**config.mk**
```make
export PLATFORM = sky130hd
export DESIGN_NAME = reg_alloc_map_v2_flat
export DESIGN_NICKNAME = d
export VERILOG_FILES = /design/src/rtl/reg_alloc_map_v2_if.sv /design/src/rtl/reg_alloc_map_v2.sv /design/src/flat_wrapper.sv
export SDC_FILE = /design/constraint.sdc
export NUM_CORES = 1
export LEC_CHECK = 0
export ABC_AREA = 1
export CORE_MARGIN = 1.5
export CORE_UTILIZATION = 35
export DETAILED_ROUTE_END_ITERATION = 8
export HOLD_SLACK_MARGIN = 0.15
export PLACE_DENSITY = 0.56
export SYNTH_ARGS = -nofsm -noshare
export SYNTH_HDL_FRONTEND = slang
export SYNTH_SLANG_ARGS = --single-unit
```
**constraint.sdc**
```tcl
create_clock -name clk -period 2.73 [get_ports clk]
set_clock_uncertainty 0.15 [all_clocks]
set_input_delay 0.546 -clock clk [delete_from_list [all_inputs] [get_ports clk]]
set_output_delay 0.546 -clock clk [all_outputs]
set_load 0.1 [all_outputs]
```
**src/rtl/reg_alloc_map_v2_if.sv**
```systemverilog
// Allocation / release handshake bundle between the thread manager (master)
// and the register allocation unit (slave).
//   alloc_*   : allocation request with valid/ready, done/fail response pulses
//   dealloc_* : warp-exit release request with valid/ready, done response pulse
//   warp_busy : per-warp mask of warps currently being allocated or released
//   free_count: number of free physical register-file entries
interface reg_alloc_map_v2_if #(
    parameter int NUM_WARPS      = 8,
    parameter int SLOTS_PER_WARP = 4,
    parameter int NUM_ENTRIES    = 16
);
    localparam int WW  = $clog2(NUM_WARPS);
    localparam int NSW = $clog2(SLOTS_PER_WARP) + 1;
    localparam int FCW = $clog2(NUM_ENTRIES + 1);

    logic                 alloc_valid;
    logic                 alloc_ready;
    logic [WW-1:0]        alloc_warp;
    logic [NSW-1:0]       alloc_nslots;
    logic                 alloc_done;
    logic                 alloc_fail;
    logic                 dealloc_valid;
    logic                 dealloc_ready;
    logic [WW-1:0]        dealloc_warp;
    logic                 dealloc_done;
    logic [NUM_WARPS-1:0] warp_busy;
    logic [FCW-1:0]       free_count;

    modport master (
        output alloc_valid, alloc_warp, alloc_nslots, dealloc_valid, dealloc_warp,
        input  alloc_ready, alloc_done, alloc_fail, dealloc_ready, dealloc_done,
               warp_busy, free_count
    );

    modport slave (
        input  alloc_valid, alloc_warp, alloc_nslots, dealloc_valid, dealloc_warp,
        output alloc_ready, alloc_done, alloc_fail, dealloc_ready, dealloc_done,
               warp_busy, free_count
    );
endinterface

```
**src/rtl/reg_alloc_map_v2.sv**
```systemverilog
// Register allocation and mapping unit: owns the free map of physical
// register-file entries and the per-warp slot LUT, allocates/releases a warp's
// slots one per cycle, and translates architectural registers to physical
// row/bank on two read ports and one writeback port.
//   clk, rst           : clock, synchronous active-high reset
//   bus (slave)        : alloc/dealloc handshake, warp_busy, free_count
//   rd0_*, rd1_*, wr_* : combinational lookup ports (warp, reg -> row, bank, mapped)
//
// state    | meaning
// ---------+-------------------------------------------------------------
// IDLE     | accepting requests; dealloc wins when both are valid
// ALLOC    | writing one LUT slot per cycle with the lowest free entry
// DEALLOC  | visiting all SLOTS_PER_WARP slots, freeing the valid ones
module reg_alloc_map_v2 #(
    parameter int NUM_WARPS      = 8,
    parameter int SLOTS_PER_WARP = 4,
    parameter int NUM_ENTRIES    = 16,
    localparam int WW  = $clog2(NUM_WARPS),
    localparam int SW  = $clog2(SLOTS_PER_WARP),
    localparam int NSW = SW + 1,
    localparam int EW  = $clog2(NUM_ENTRIES),
    localparam int RW  = $clog2(NUM_ENTRIES / 2),
    localparam int FCW = $clog2(NUM_ENTRIES + 1)
) (
    input  logic                      clk,
    input  logic                      rst,
    reg_alloc_map_v2_if.slave         bus,
    input  logic [WW-1:0]             rd0_warp,
    input  logic [NSW-1:0]            rd0_reg,
    output logic [RW-1:0]             rd0_row,
    output logic [1:0]                rd0_bank,
    output logic                      rd0_mapped,
    input  logic [WW-1:0]             rd1_warp,
    input  logic [NSW-1:0]            rd1_reg,
    output logic [RW-1:0]             rd1_row,
    output logic [1:0]                rd1_bank,
    output logic                      rd1_mapped,
    input  logic [WW-1:0]             wr_warp,
    input  logic [NSW-1:0]            wr_reg,
    output logic [RW-1:0]             wr_row,
    output logic [1:0]                wr_bank,
    output logic                      wr_mapped
);
    typedef enum logic [1:0] {ST_IDLE, ST_ALLOC, ST_DEALLOC} state_t;

    state_t                 state_q, state_d;
    logic [WW-1:0]          warp_q, warp_d;
    logic [SW-1:0]          slot_q, slot_d;
    logic [NSW-1:0]         nslots_q, nslots_d;
    logic [FCW-1:0]         free_count_q, free_count_d;
    logic [NUM_ENTRIES-1:0] free_map_q, free_map_d;
    logic                   lut_valid_q [NUM_WARPS][SLOTS_PER_WARP];
    logic                   lut_valid_d [NUM_WARPS][SLOTS_PER_WARP];
    logic [EW-1:0]          lut_entry_q [NUM_WARPS][SLOTS_PER_WARP];
    logic [EW-1:0]          lut_entry_d [NUM_WARPS][SLOTS_PER_WARP];
    logic                   alloc_done_q, alloc_done_d;
    logic                   alloc_fail_q, alloc_fail_d;
    logic                   dealloc_done_q, dealloc_done_d;

    logic [EW-1:0]          low_free;
    logic                   warp_holds;
    logic                   alloc_reject;
    logic                   alloc_ready;
    logic                   dealloc_ready;
    logic [NUM_WARPS-1:0]   warp_busy;

    // Downward scan so the last hit is the lowest-index free entry.
    always_comb begin
        low_free = '0;
        for (int i = NUM_ENTRIES - 1; i >= 0; i--) begin
            if (free_map_q[i]) low_free = EW'(i);
        end
    end

    always_comb begin
        warp_holds = 1'b0;
        for (int s = 0; s < SLOTS_PER_WARP; s++) begin
            warp_holds = warp_holds | lut_valid_q[bus.alloc_warp][s];
        end
    end

    assign alloc_reject = (int'(bus.alloc_nslots) > SLOTS_PER_WARP) ||
                          (int'(bus.alloc_nslots) > int'(free_count_q)) ||
                          warp_holds;

    always_comb begin
        state_d        = state_q;
        warp_d         = warp_q;
        slot_d         = slot_q;
        nslots_d       = nslots_q;
        free_count_d   = free_count_q;
        free_map_d     = free_map_q;
        lut_valid_d    = lut_valid_q;
        lut_entry_d    = lut_entry_q;
        alloc_done_d   = 1'b0;
        alloc_fail_d   = 1'b0;
        dealloc_done_d = 1'b0;
        alloc_ready    = 1'b0;
        dealloc_ready  = 1'b0;
        case (state_q)
            ST_IDLE: begin
                dealloc_ready = 1'b1;
                alloc_ready   = !bus.dealloc_valid;
                if (bus.dealloc_valid) begin
                    warp_d  = bus.dealloc_warp;
                    slot_d  = '0;
                    state_d = ST_DEALLOC;
                end else if (bus.alloc_valid) begin
                    if (alloc_reject) begin
                        alloc_fail_d = 1'b1;
                    end else if (bus.alloc_nslots == '0) begin
                        alloc_done_d = 1'b1;
                    end else begin
                        warp_d   = bus.alloc_warp;
                        nslots_d = bus.alloc_nslots;
                        slot_d   = '0;
                        state_d  = ST_ALLOC;
                    end
                end
            end
            ST_ALLOC: begin
                // The accept-time reject check guarantees a free entry exists here.
                lut_valid_d[warp_q][slot_q] = 1'b1;
                lut_entry_d[warp_q][slot_q] = low_free;
                free_map_d[low_free]        = 1'b0;
                free_count_d                = free_count_q - FCW'(1);
                slot_d                      = slot_q + SW'(1);
                if (int'(slot_q) + 1 == int'(nslots_q)) begin
                    state_d      = ST_IDLE;
                    alloc_done_d = 1'b1;
                end
            end
            ST_DEALLOC: begin
                if (lut_valid_q[warp_q][slot_q]) begin
                    free_map_d[lut_entry_q[warp_q][slot_q]] = 1'b1;
                    lut_valid_d[warp_q][slot_q]             = 1'b0;
                    free_count_d                            = free_count_q + FCW'(1);
                end
                slot_d = slot_q + SW'(1);
                if (int'(slot_q) == SLOTS_PER_WARP - 1) begin
                    state_d        = ST_IDLE;
                    dealloc_done_d = 1'b1;
                end
            end
            default: state_d = ST_IDLE;
        endcase
    end

    always_ff @(posedge clk) begin
        if (rst) begin
            state_q        <= ST_IDLE;
            warp_q         <= '0;
            slot_q         <= '0;
            nslots_q       <= '0;
            free_count_q   <= FCW'(NUM_ENTRIES);
            free_map_q     <= '1;
            lut_valid_q    <= '{default: '0};
            lut_entry_q    <= '{default: '0};
            alloc_done_q   <= 1'b0;
            alloc_fail_q   <= 1'b0;
            dealloc_done_q <= 1'b0;
        end else begin
            state_q        <= state_d;
            warp_q         <= warp_d;
            slot_q         <= slot_d;
            nslots_q       <= nslots_d;
            free_count_q   <= free_count_d;
            free_map_q     <= free_map_d;
            lut_valid_q    <= lut_valid_d;
            lut_entry_q    <= lut_entry_d;
            alloc_done_q   <= alloc_done_d;
            alloc_fail_q   <= alloc_fail_d;
            dealloc_done_q <= dealloc_done_d;
        end
    end

    // The done cycle is back in IDLE, so busy covers exactly the ALLOC/DEALLOC cycles.
    always_comb begin
        warp_busy = '0;
        if (state_q != ST_IDLE) warp_busy[warp_q] = 1'b1;
    end

    assign bus.alloc_ready   = alloc_ready;
    assign bus.dealloc_ready = dealloc_ready;
    assign bus.alloc_done    = alloc_done_q;
    assign bus.alloc_fail    = alloc_fail_q;
    assign bus.dealloc_done  = dealloc_done_q;
    assign bus.warp_busy     = warp_busy;
    assign bus.free_count    = free_count_q;

    // Returns {row, bank, mapped}; unmapped slots read as all zero.
    function automatic logic [RW+2:0] lookup(input logic [WW-1:0] w, input logic [NSW-1:0] r);
        logic [SW-1:0] s;
        logic [EW-1:0] e;
        s = r[NSW-1:1];
        e = lut_entry_q[w][s];
        if (lut_valid_q[w][s]) lookup = {RW'(e >> 1), e[0], r[0], 1'b1};
        else                   lookup = '0;
    endfunction

    assign {rd0_row, rd0_bank, rd0_mapped} = lookup(rd0_warp, rd0_reg);
    assign {rd1_row, rd1_bank, rd1_mapped} = lookup(rd1_warp, rd1_reg);
    assign {wr_row, wr_bank, wr_mapped}    = lookup(wr_warp, wr_reg);
endmodule

```
**src/flat_wrapper.sv**
```systemverilog
// flat-port wrapper written by rule: the top's interface ports become plain ports
module reg_alloc_map_v2_flat 
#(
    parameter int NUM_WARPS      = 8,
    parameter int SLOTS_PER_WARP = 4,
    parameter int NUM_ENTRIES    = 16,
    localparam int WW  = $clog2(NUM_WARPS),
    localparam int SW  = $clog2(SLOTS_PER_WARP),
    localparam int NSW = SW + 1,
    localparam int EW  = $clog2(NUM_ENTRIES),
    localparam int RW  = $clog2(NUM_ENTRIES / 2),
    localparam int FCW = $clog2(NUM_ENTRIES + 1)
)
  (clk, rst, rd0_warp, rd0_reg, rd0_row, rd0_bank, rd0_mapped, rd1_warp, rd1_reg, rd1_row, rd1_bank, rd1_mapped, wr_warp, wr_reg, wr_row, wr_bank, wr_mapped, bus_alloc_valid, bus_alloc_warp, bus_alloc_nslots, bus_dealloc_valid, bus_dealloc_warp, bus_alloc_ready, bus_alloc_done, bus_alloc_fail, bus_dealloc_ready, bus_dealloc_done, bus_warp_busy, bus_free_count);
  reg_alloc_map_v2_if #(.NUM_WARPS(NUM_WARPS), .SLOTS_PER_WARP(SLOTS_PER_WARP), .NUM_ENTRIES(NUM_ENTRIES)) bus_i ();
  input  logic clk;
  input  logic rst;
  input  logic [WW-1:0] rd0_warp;
  input  logic [NSW-1:0] rd0_reg;
  output logic [RW-1:0] rd0_row;
  output logic [1:0] rd0_bank;
  output logic rd0_mapped;
  input  logic [WW-1:0] rd1_warp;
  input  logic [NSW-1:0] rd1_reg;
  output logic [RW-1:0] rd1_row;
  output logic [1:0] rd1_bank;
  output logic rd1_mapped;
  input  logic [WW-1:0] wr_warp;
  input  logic [NSW-1:0] wr_reg;
  output logic [RW-1:0] wr_row;
  output logic [1:0] wr_bank;
  output logic wr_mapped;
  input wire logic [$bits(bus_i.alloc_valid)-1:0] bus_alloc_valid;
  input wire logic [$bits(bus_i.alloc_warp)-1:0] bus_alloc_warp;
  input wire logic [$bits(bus_i.alloc_nslots)-1:0] bus_alloc_nslots;
  input wire logic [$bits(bus_i.dealloc_valid)-1:0] bus_dealloc_valid;
  input wire logic [$bits(bus_i.dealloc_warp)-1:0] bus_dealloc_warp;
  output wire logic [$bits(bus_i.alloc_ready)-1:0] bus_alloc_ready;
  output wire logic [$bits(bus_i.alloc_done)-1:0] bus_alloc_done;
  output wire logic [$bits(bus_i.alloc_fail)-1:0] bus_alloc_fail;
  output wire logic [$bits(bus_i.dealloc_ready)-1:0] bus_dealloc_ready;
  output wire logic [$bits(bus_i.dealloc_done)-1:0] bus_dealloc_done;
  output wire logic [$bits(bus_i.warp_busy)-1:0] bus_warp_busy;
  output wire logic [$bits(bus_i.free_count)-1:0] bus_free_count;
  assign bus_i.alloc_valid = bus_alloc_valid;
  assign bus_i.alloc_warp = bus_alloc_warp;
  assign bus_i.alloc_nslots = bus_alloc_nslots;
  assign bus_i.dealloc_valid = bus_dealloc_valid;
  assign bus_i.dealloc_warp = bus_dealloc_warp;
  assign bus_alloc_ready = bus_i.alloc_ready;
  assign bus_alloc_done = bus_i.alloc_done;
  assign bus_alloc_fail = bus_i.alloc_fail;
  assign bus_dealloc_ready = bus_i.dealloc_ready;
  assign bus_dealloc_done = bus_i.dealloc_done;
  assign bus_warp_busy = bus_i.warp_busy;
  assign bus_free_count = bus_i.free_count;
  reg_alloc_map_v2 #(.NUM_WARPS(NUM_WARPS), .SLOTS_PER_WARP(SLOTS_PER_WARP), .NUM_ENTRIES(NUM_ENTRIES)) u_core (.clk(clk), .rst(rst), .bus(bus_i), .rd0_warp(rd0_warp), .rd0_reg(rd0_reg), .rd0_row(rd0_row), .rd0_bank(rd0_bank), .rd0_mapped(rd0_mapped), .rd1_warp(rd1_warp), .rd1_reg(rd1_reg), .rd1_row(rd1_row), .rd1_bank(rd1_bank), .rd1_mapped(rd1_mapped), .wr_warp(wr_warp), .wr_reg(wr_reg), .wr_row(wr_row), .wr_bank(wr_bank), .wr_mapped(wr_mapped));
endmodule
```
-- Word-level counts from Yosys, hierarchy flattened
Index checks and enable logic that the tools add are counted.
- flip-flop bits (word level): 194
- output and inout bits: 36
- input port bits: 31
- reductions and logical operators: 22
- equality and inequality tests: 12
- add/subtract/negate cells: 4
- bitwise gates (word level): 24
- muxes and demuxes: 118
- magnitude comparators: 19
- operators with widths (cell ; number):
    $bmux 16 s3 ; 4
    $mux 16 ; 10
    $mux 4 ; 36
    $bwmux 128 ; 1
    $pmux 32 s2 ; 1
    $bmux 4 s3 ; 5
    $demux 16 s3 ; 1
    $and 32x32->32 ; 1
    $bmux 4 s2 ; 4
    $eq 32x4->1 ; 1
    $mux 32 ; 1
    $not 32->32 ; 1
    $or 32x32->32 ; 1
    $pmux 16 s2 ; 1
    $mux 1 ; 21
    $ge 4x4->1 const B ; 5
    $mux 2 ; 10
    $not 3->4 ; 5
    $mux 6 ; 3
    $and 16x16->16 ; 1
    $not 16->16 ; 1
    $or 16x16->16 ; 1
    $demux 4 s3 ; 1
    $ge 3x3->1 const B ; 4
    other kinds (43) ; 79

-- Longest topological paths before layout
Gate-level depths: netlist of run 1.
- depth after elaboration: 23
- depth in mapped cells: 19
- mapped depth without buffers: 19

-- Worst setup path before layout of run 1
No wires, ideal clock.
- path type: input-to-output
- from: input rd1_warp[0]
- to: output rd1_bank[1]
- path buffers: 2
- cell stages on the path: 11
- setup slack: -4.357 ns
- arrival time: 6.391 ns
- required time: 2.034 ns
- path through: buf_2 > clkinv_1 > clkbuf_1 > nor2_1 > o221ai_1 > nand3_1 > nand2_1 > inv_1 > o21ai_0 > inv_1 > a311oi_1
- longest elaborated chain between the ends: 8
- elaborated cells on any way between the ends: 14
- those cells by class: 13 x mux; 1 x bitwise
- ends and longest elaborated chain (element ; RTL line ; text):
    start: declaration ; flat_wrapper.sv:23 ; input logic [WW-1:0] rd1_warp;
    $not 3->4 (not written as such) (*) ; reg_alloc_map_v2.sv:196, reg_alloc_map_v2.sv:197 ;
    $bmux 16 s3 or $bmux 4 s3 (tied branches) ; reg_alloc_map_v2.sv:196, reg_alloc_map_v2.sv:197 ;
    $mux 16 (not written as such) or $mux 4 (tied branches) (2 in series) ; reg_alloc_map_v2.sv:196, reg_alloc_map_v2.sv:197 ;
    $bmux 4 s2 or $bmux 1 s2 (tied branches) ; reg_alloc_map_v2.sv:196, reg_alloc_map_v2.sv:197 ;
    $mux 4 (not written as such) or $mux 1 (tied branches) (2 in series) ; reg_alloc_map_v2.sv:196, reg_alloc_map_v2.sv:197 ;
    $mux 6 (*) ; reg_alloc_map_v2.sv:197 ; if (lut_valid_q[w][s]) lookup = {RW'(e >> 1), e[0], r[0], 1'b1};
    end: declaration ; flat_wrapper.sv:26 ; output logic [1:0] rd1_bank;
Every way passes the cells marked *; elsewhere a longest branch is shown, timed or not. The select of a mux whose other input is x is not followed.

==> results.yml, run 1 <==
synthesis:
  synth_area_leader_cell: "dfxtp_1"
  seq_area_frac_synth_pct: 29.0
  synthTopCellsByArea: "dfxtp_1 29%, o21ai_0 16%, a21oi_1 14%"
  ys_ff_latch: 194
  ys_types: 39
  synth_area_mm2: 0.0134
  syn_area_per_cell_um2: 6.19
  synth_top_area_share_pct: 29.0
  synth_nets: 2208
  synthCells: 2163
  ys_warn_count: 0
finish:
  final_common_cell: "o21ai_0"
  antenna_cells: 0
  nets: 2373
  area_delta_synth_final_pct: 33.1
  finalInstanceArea_mm2: 0.0178
  drive_gt1_share_pct: 19.1
  final_cell_mix: "400 x o21ai_0, 380 x a21oi_1, 261 x nand2_1"
status:
  violations: "negative setup slack"
  status: "complete, but fails checks"
sta:
  drv_slew: 0
  worst_slack_ns: -0.480
  rsz0062_at_grt: "true"
  slew_headroom_pct: 38.2
  final_hold_viol_count: 0
  min_period_ns: 3.21
  timing.final.crit_share_pct: 118
  finalSetupTns_ns: -5.75
  fmax_ghz: 0.312
  setup_violations: 18
  tightest_slew_ns: 0.920
place:
  io_buffers: 66
  dp_hpwl_um: 48600
  place_congestion: 1.04
  post_dp_cell_area_mm2: 0.0166
worst_setup_path:
  r2r_cells: 15
  criticalPathCategory: "reg2out"
  crit_fanout: 5
  worstPathArrival_ns: 2.51
  worstPathRequired_ns: 2.03
  worst_path_max_delay_cell: "dfxtp_4"
  r2r_slack_ns: 0.09
  crit_buf_inv: 2
  worst_setup_path_start_kind: "flip-flop"
  reg2reg_to: "u_core.free_map_q[12]"
  endpoint_kind: "output pin"
  crit_family: "compound AO/OA/AOI/OAI gates"
  critPathMaxStageDelay_ns: 0.40
  cp_cell_sequence: "o21ai_2, o22ai_2, nor2_1, o31ai_1, nand2_1, nand2_8, clkinvlp_4, a311oi_4, buf_12"
  r2r-start: "u_core.warp_q[0]"
grt:
  grt_pass1_vias: 15146
  grt_pass1_wl_um: 98200
  grt-ovfl-total: 0
  grt_usage_pct: 33.5
  antenna_found_initial: 1
  grt_max_degree: 69
route:
  drt-total-wl_um: 66200
  routed_via_density: 5.97
  vias: 17021
  final_antenna_net_count: 0
  wl_per_cell_um: 23.2
  first_pass_iters: 6
  drtIter0Drc: 2488
  drc_errors: 0
pwr:
  p_total_w: 0.0113
  irDropWorstVdd_uv: 822
  p_leak_nw: 6.76
  power_density_mw_per_mm2: 635
clocking:
  clk_latency_ns: 0.48
  clock_sinks: 194
  path_clk_slew_ns: 0.08
  clockBufferDepth: 2
  htree_levels: 4
  cts_made_buffers: 17
  cts_tree: "built"
  cts_root_buf: "clkbuf_16"
die:
  die_h_um: 199
  ioPinCount: 67
  start_util_pct: 35.5
  coreArea_mm2: 0.0377
  die_w_um: 199
  die-area_mm2: 0.0394
  rows: 71
min_path:
  hold_end: "u_core.free_map_q[8]"
  hold_path_class: "reg2reg"
  hold_start: "u_core.free_map_q[8]"
  whs_path_depth: 2
run:
  maxCapViolations: 0
[per-layer routing]
| layer | vias up | part of all wire [%] | GRT usage (%) |
|---|---|---|---|
| li1 | 7941 | - | - |
| met3 | 146 | 11 | 7.00 |
| met2 | 967 | 42 | 49.3 |
| met4 | 0 | 4.5 | 15.8 |
| met1 | 7967 | 43 | 46.4 |
| met5 | - | 0 | 0 |
[cell usage after synthesis]
cell type and count:
o21ai_0 431, a21oi_1 385, nand2_1 264, nand3_1 216, dfxtp_1 194, inv_1 155, clkbuf_1 129, nor2_1 116
nor3_1 42, o211ai_1 41, o31ai_1 34, o22ai_1 16, buf_1 15, and3_1 14, buf_2 14, ha_1 13
a311oi_1 12, inv_2 11, clkinv_1 9, buf_4 8, o21ai_1 5, o221ai_1 5, nand4_1 4, nor2_2 4
xor2_1 4, nand2_2 3, xnor2_1 3, a31oi_1 2, buf_6 2, o21bai_1 2, o311ai_0 2, a221oi_1 1
a22oi_1 1, fa_1 1, nand3_2 1, nor3_2 1, nor3_4 1, nor4_1 1, o21a_1 1
[worst min-delay path: stages, from the launching register on]
cell	delay (ns)
dfxtp_1	0.31
o21ai_0	0.06
nand2_1	0.05
[how the worst max path moves through the flow]
stage / slack, ns / startpoint / end / depth (start not counted)
2_1_floorplan: -1.31 / rd1_warp[1] / rd1_bank[1] / 11
3_3_place_gp: -0.74 / wr_warp[1] / wr_bank[1] / 11
3_5_place_dp: -0.79 / wr_warp[1] / wr_bank[1] / 11
4_1_cts: -0.42 / flip-flop / rd0_bank[1] / 9
5_1_grt: -0.63 / flip-flop / rd0_bank[1] / 9
6_report: -0.48 / flip-flop / rd0_row[1] / 9
[power by group]
part | internal, W | switching (W) | total (W) | leakage [nW]
clock | 0.00149 | 0.00129 | 0.00278 | 0.298
combinational | 0.00166 | 0.00369 | 0.00536 | 4.88
sequential | 0.00298 | 0.000193 | 0.00317 | 1.58
[repair_timing]
item | CTS | global route
hold buffers | 0 | 0
pin swaps | 26 | 15
gates cloned | 1 | 2
gates resized for setup | 95 | 55
setup buffers | 9 | 14
endpoints found under the setup margin | 20 | 34
[kinds of logic after synthesis]
kind of cell / synth area share [%]
flops: 29.0
xor+xnor: 0.458
buf+inv: 10.1
simple gates: 21.8
fa+ha+maj: 1.36
compound gates: 37.3
[stage by stage]
step | std cells | worst slack (ns) | utilization [%] | hold WS [ns]
4_1_cts | 2837 | -0.423 | 46.5 | 0.312
6_report | 2852 | -0.480 | 47.3 | 0.309
2_1_floorplan | 2163 | -1.31 | - | 0.286
5_1_grt | 2852 | -0.630 | 47.3 | 0.348
3_5_place_dp | 2796 | -0.790 | 44.2 | 0.303
3_3_place_gp | 2796 | -0.737 | 44.2 | 0.296
[layout make-up]
| cell class | instances | area [um2] |
|---|---|---|
| clock buffers | 20 | 447 |
| fillers | 3867 | 19900 |
| inverters | 175 | 721 |
| clock inverters | 12 | 175 |
| well taps | 511 | 639 |
| repair inverters | 1 | 7.51 |
| multi-input cells | 1626 | 8580 |
| repair buffers | 313 | 3310 |
| flip-flops and latches | 194 | 3930 |
No activity file was read; power rests on OpenSTA's default activity.
==> inputs of run 2 (changes only) <==
--- a/constraint.sdc
+++ b/constraint.sdc
@@ -3,3 +3,3 @@
 set_input_delay 0.546 -clock clk [delete_from_list [all_inputs] [get_ports clk]]
 set_output_delay 0.546 -clock clk [all_outputs]
-set_load 0.1 [all_outputs]
+set_load 0.02 [all_outputs]
==> results.yml, run 2 (synthesized netlist as in run 1, its figures left out) <==
status:
  status: "complete, but fails checks"
  violations: "negative setup slack"
route:
  drtIter0Drc: 2133
  vias: 17649
  routed_via_density: 5.94
  drc_errors: 0
  first_pass_iters: 6
  final_antenna_net_count: 0
  drt-total-wl_um: 70800
  wl_per_cell_um: 23.8
clocking:
  clock_sinks: 194
  cts_root_buf: "clkbuf_16"
  cts_made_buffers: 17
  htree_levels: 4
  clockBufferDepth: 2
  cts_tree: "built"
  clk_latency_ns: 0.47
  path_clk_slew_ns: 0.07
sta:
  min_period_ns: 2.98
  timing.final.crit_share_pct: 109
  final_hold_viol_count: 0
  rsz0062_at_grt: "true"
  worst_slack_ns: -0.247
  slew_headroom_pct: 34.8
  finalSetupTns_ns: -2.20
  fmax_ghz: 0.336
  drv_slew: 0
  tightest_slew_ns: 0.971
  setup_violations: 15
worst_setup_path:
  r2r-start: "u_core.warp_q[1]"
  worst_setup_path_start_kind: "input port"
  r2r_slack_ns: 0.11
  criticalPathCategory: "in2out"
  endpoint_kind: "output pin"
  critPathMaxStageDelay_ns: 0.37
  worstPathArrival_ns: 2.28
  worst_path_max_delay_cell: "a311oi_4"
  startpoint: "rd1_warp[1]"
  crit_fanout: 6
  cp_cell_sequence: "buf_12, clkinvlp_4, buf_12, bufbuf_16, buf_4, a21oi_1, o21ai_1, nand3_1, nand3_2, a311oi_4, buf_6"
  worstPathRequired_ns: 2.03
  path_common_cell: "buf_12"
finish:
  final_common_cell: "o21ai_0"
  final_cell_mix: "386 x o21ai_0, 367 x a21oi_1, 299 x buf_4"
  drive_gt1_share_pct: 23.9
  seq_area_mm2: 0.00394
  antenna_cells: 0
  multiInputGateArea_mm2: 0.00873
  area_delta_synth_final_pct: 40.6
  nets: 2493
  nFillCells: 3852
die:
  start_util_pct: 35.5
  rows: 71
  coreArea_mm2: 0.0377
  die-area_mm2: 0.0394
  ioPinCount: 67
  die_w_um: 199
  die_h_um: 199
pwr:
  power_density_mw_per_mm2: 583
  p_leak_nw: 7.36
  p_total_w: 0.0110
  irDropWorstVdd_uv: 638
grt:
  grt_max_degree: 151
  grt_pass1_wl_um: 103000
  antenna_found_initial: 1
  grt_pass1_vias: 15963
  grt-ovfl-total: 0
  grt_usage_pct: 35.6
place:
  dp_hpwl_um: 51200
  place_congestion: 0.995
  io_buffers: 66
min_path:
  hold_path_class: "reg2reg"
  hold_start: "u_core.free_map_q[7]"
run:
  maxCapViolations: 0
-- run 2: final timing paths --
path                                         endpoint  cells past startpoint
worst max-delay path                       rd1_row[0]                     11
worst min-delay path             u_core.free_map_q[7]                      2
worst max register to register  u_core.free_map_q[12]                     15
worst min register to register   u_core.free_map_q[7]                      2
-- run 2: power by group --
part / internal, W / leakage (nW) / switching (W)
combinational: 0.00196 / 5.52 / 0.00338
clock: 0.00121 / 0.253 / 0.00126
sequential: 0.00298 / 1.58 / 0.000185
total: 0.00615 / 7.36 / 0.00482
-- run 2: metal layers --
| layer | wire length [um] | track usage (%) |
|---|---|---|
| met1 | 28100 | 46.0 |
| met2 | 31000 | 54.7 |
| met3 | 7490 | 7.97 |
| met4 | 4160 | 19.7 |
| met5 | 16 | 0 |
-- run 2: what timing repair did --
item | CTS | global route
pin swaps | 45 | 28
hold buffers | 0 | 0
gates cloned | 8 | 3
gates resized for setup | 267 | 93
endpoints found under the setup margin | 36 | 55
buffers inserted | 18 | 12
-- run 2: final cells by class --
| class | count | share of cell area, % |
|---|---|---|
| Clock inverter | 12 | 0.532 |
| Sequential cell | 194 | 20.9 |
| Clock buffer | 20 | 2.37 |
| Tap cell | 511 | 3.40 |
| Timing Repair Buffer | 431 | 22.4 |
| Timing Repair inverter | 3 | 0.133 |
| Multi-Input combinational cell | 1626 | 46.4 |
| Inverter | 175 | 3.89 |
-- run 2: stage by stage --
step                      setup slack (ns)  hold WS (ns)  instance area, um2  cells  util (%)
after floorplan                    -0.0137         0.286               13700   2163         -
after global placement               -1.12         0.298               17200   2901      45.7
after detailed placement             -1.12         0.303               17200   2901      45.7
after CTS                           -0.235         0.316               18500   2958      49.0
after global routing                -0.317         0.339               18800   2972      50.0
final                               -0.247         0.317               18800   2972      50.0
-- run 2: critical path, delay by kind of cell --
| family | cells | cell delay [ns] |
|---|---|---|
| buffers and inverters | 6 | 0.94 |
| and+or+nand+nor | 2 | 0.25 |
| AOI/OAI and AO/OA | 3 | 0.54 |
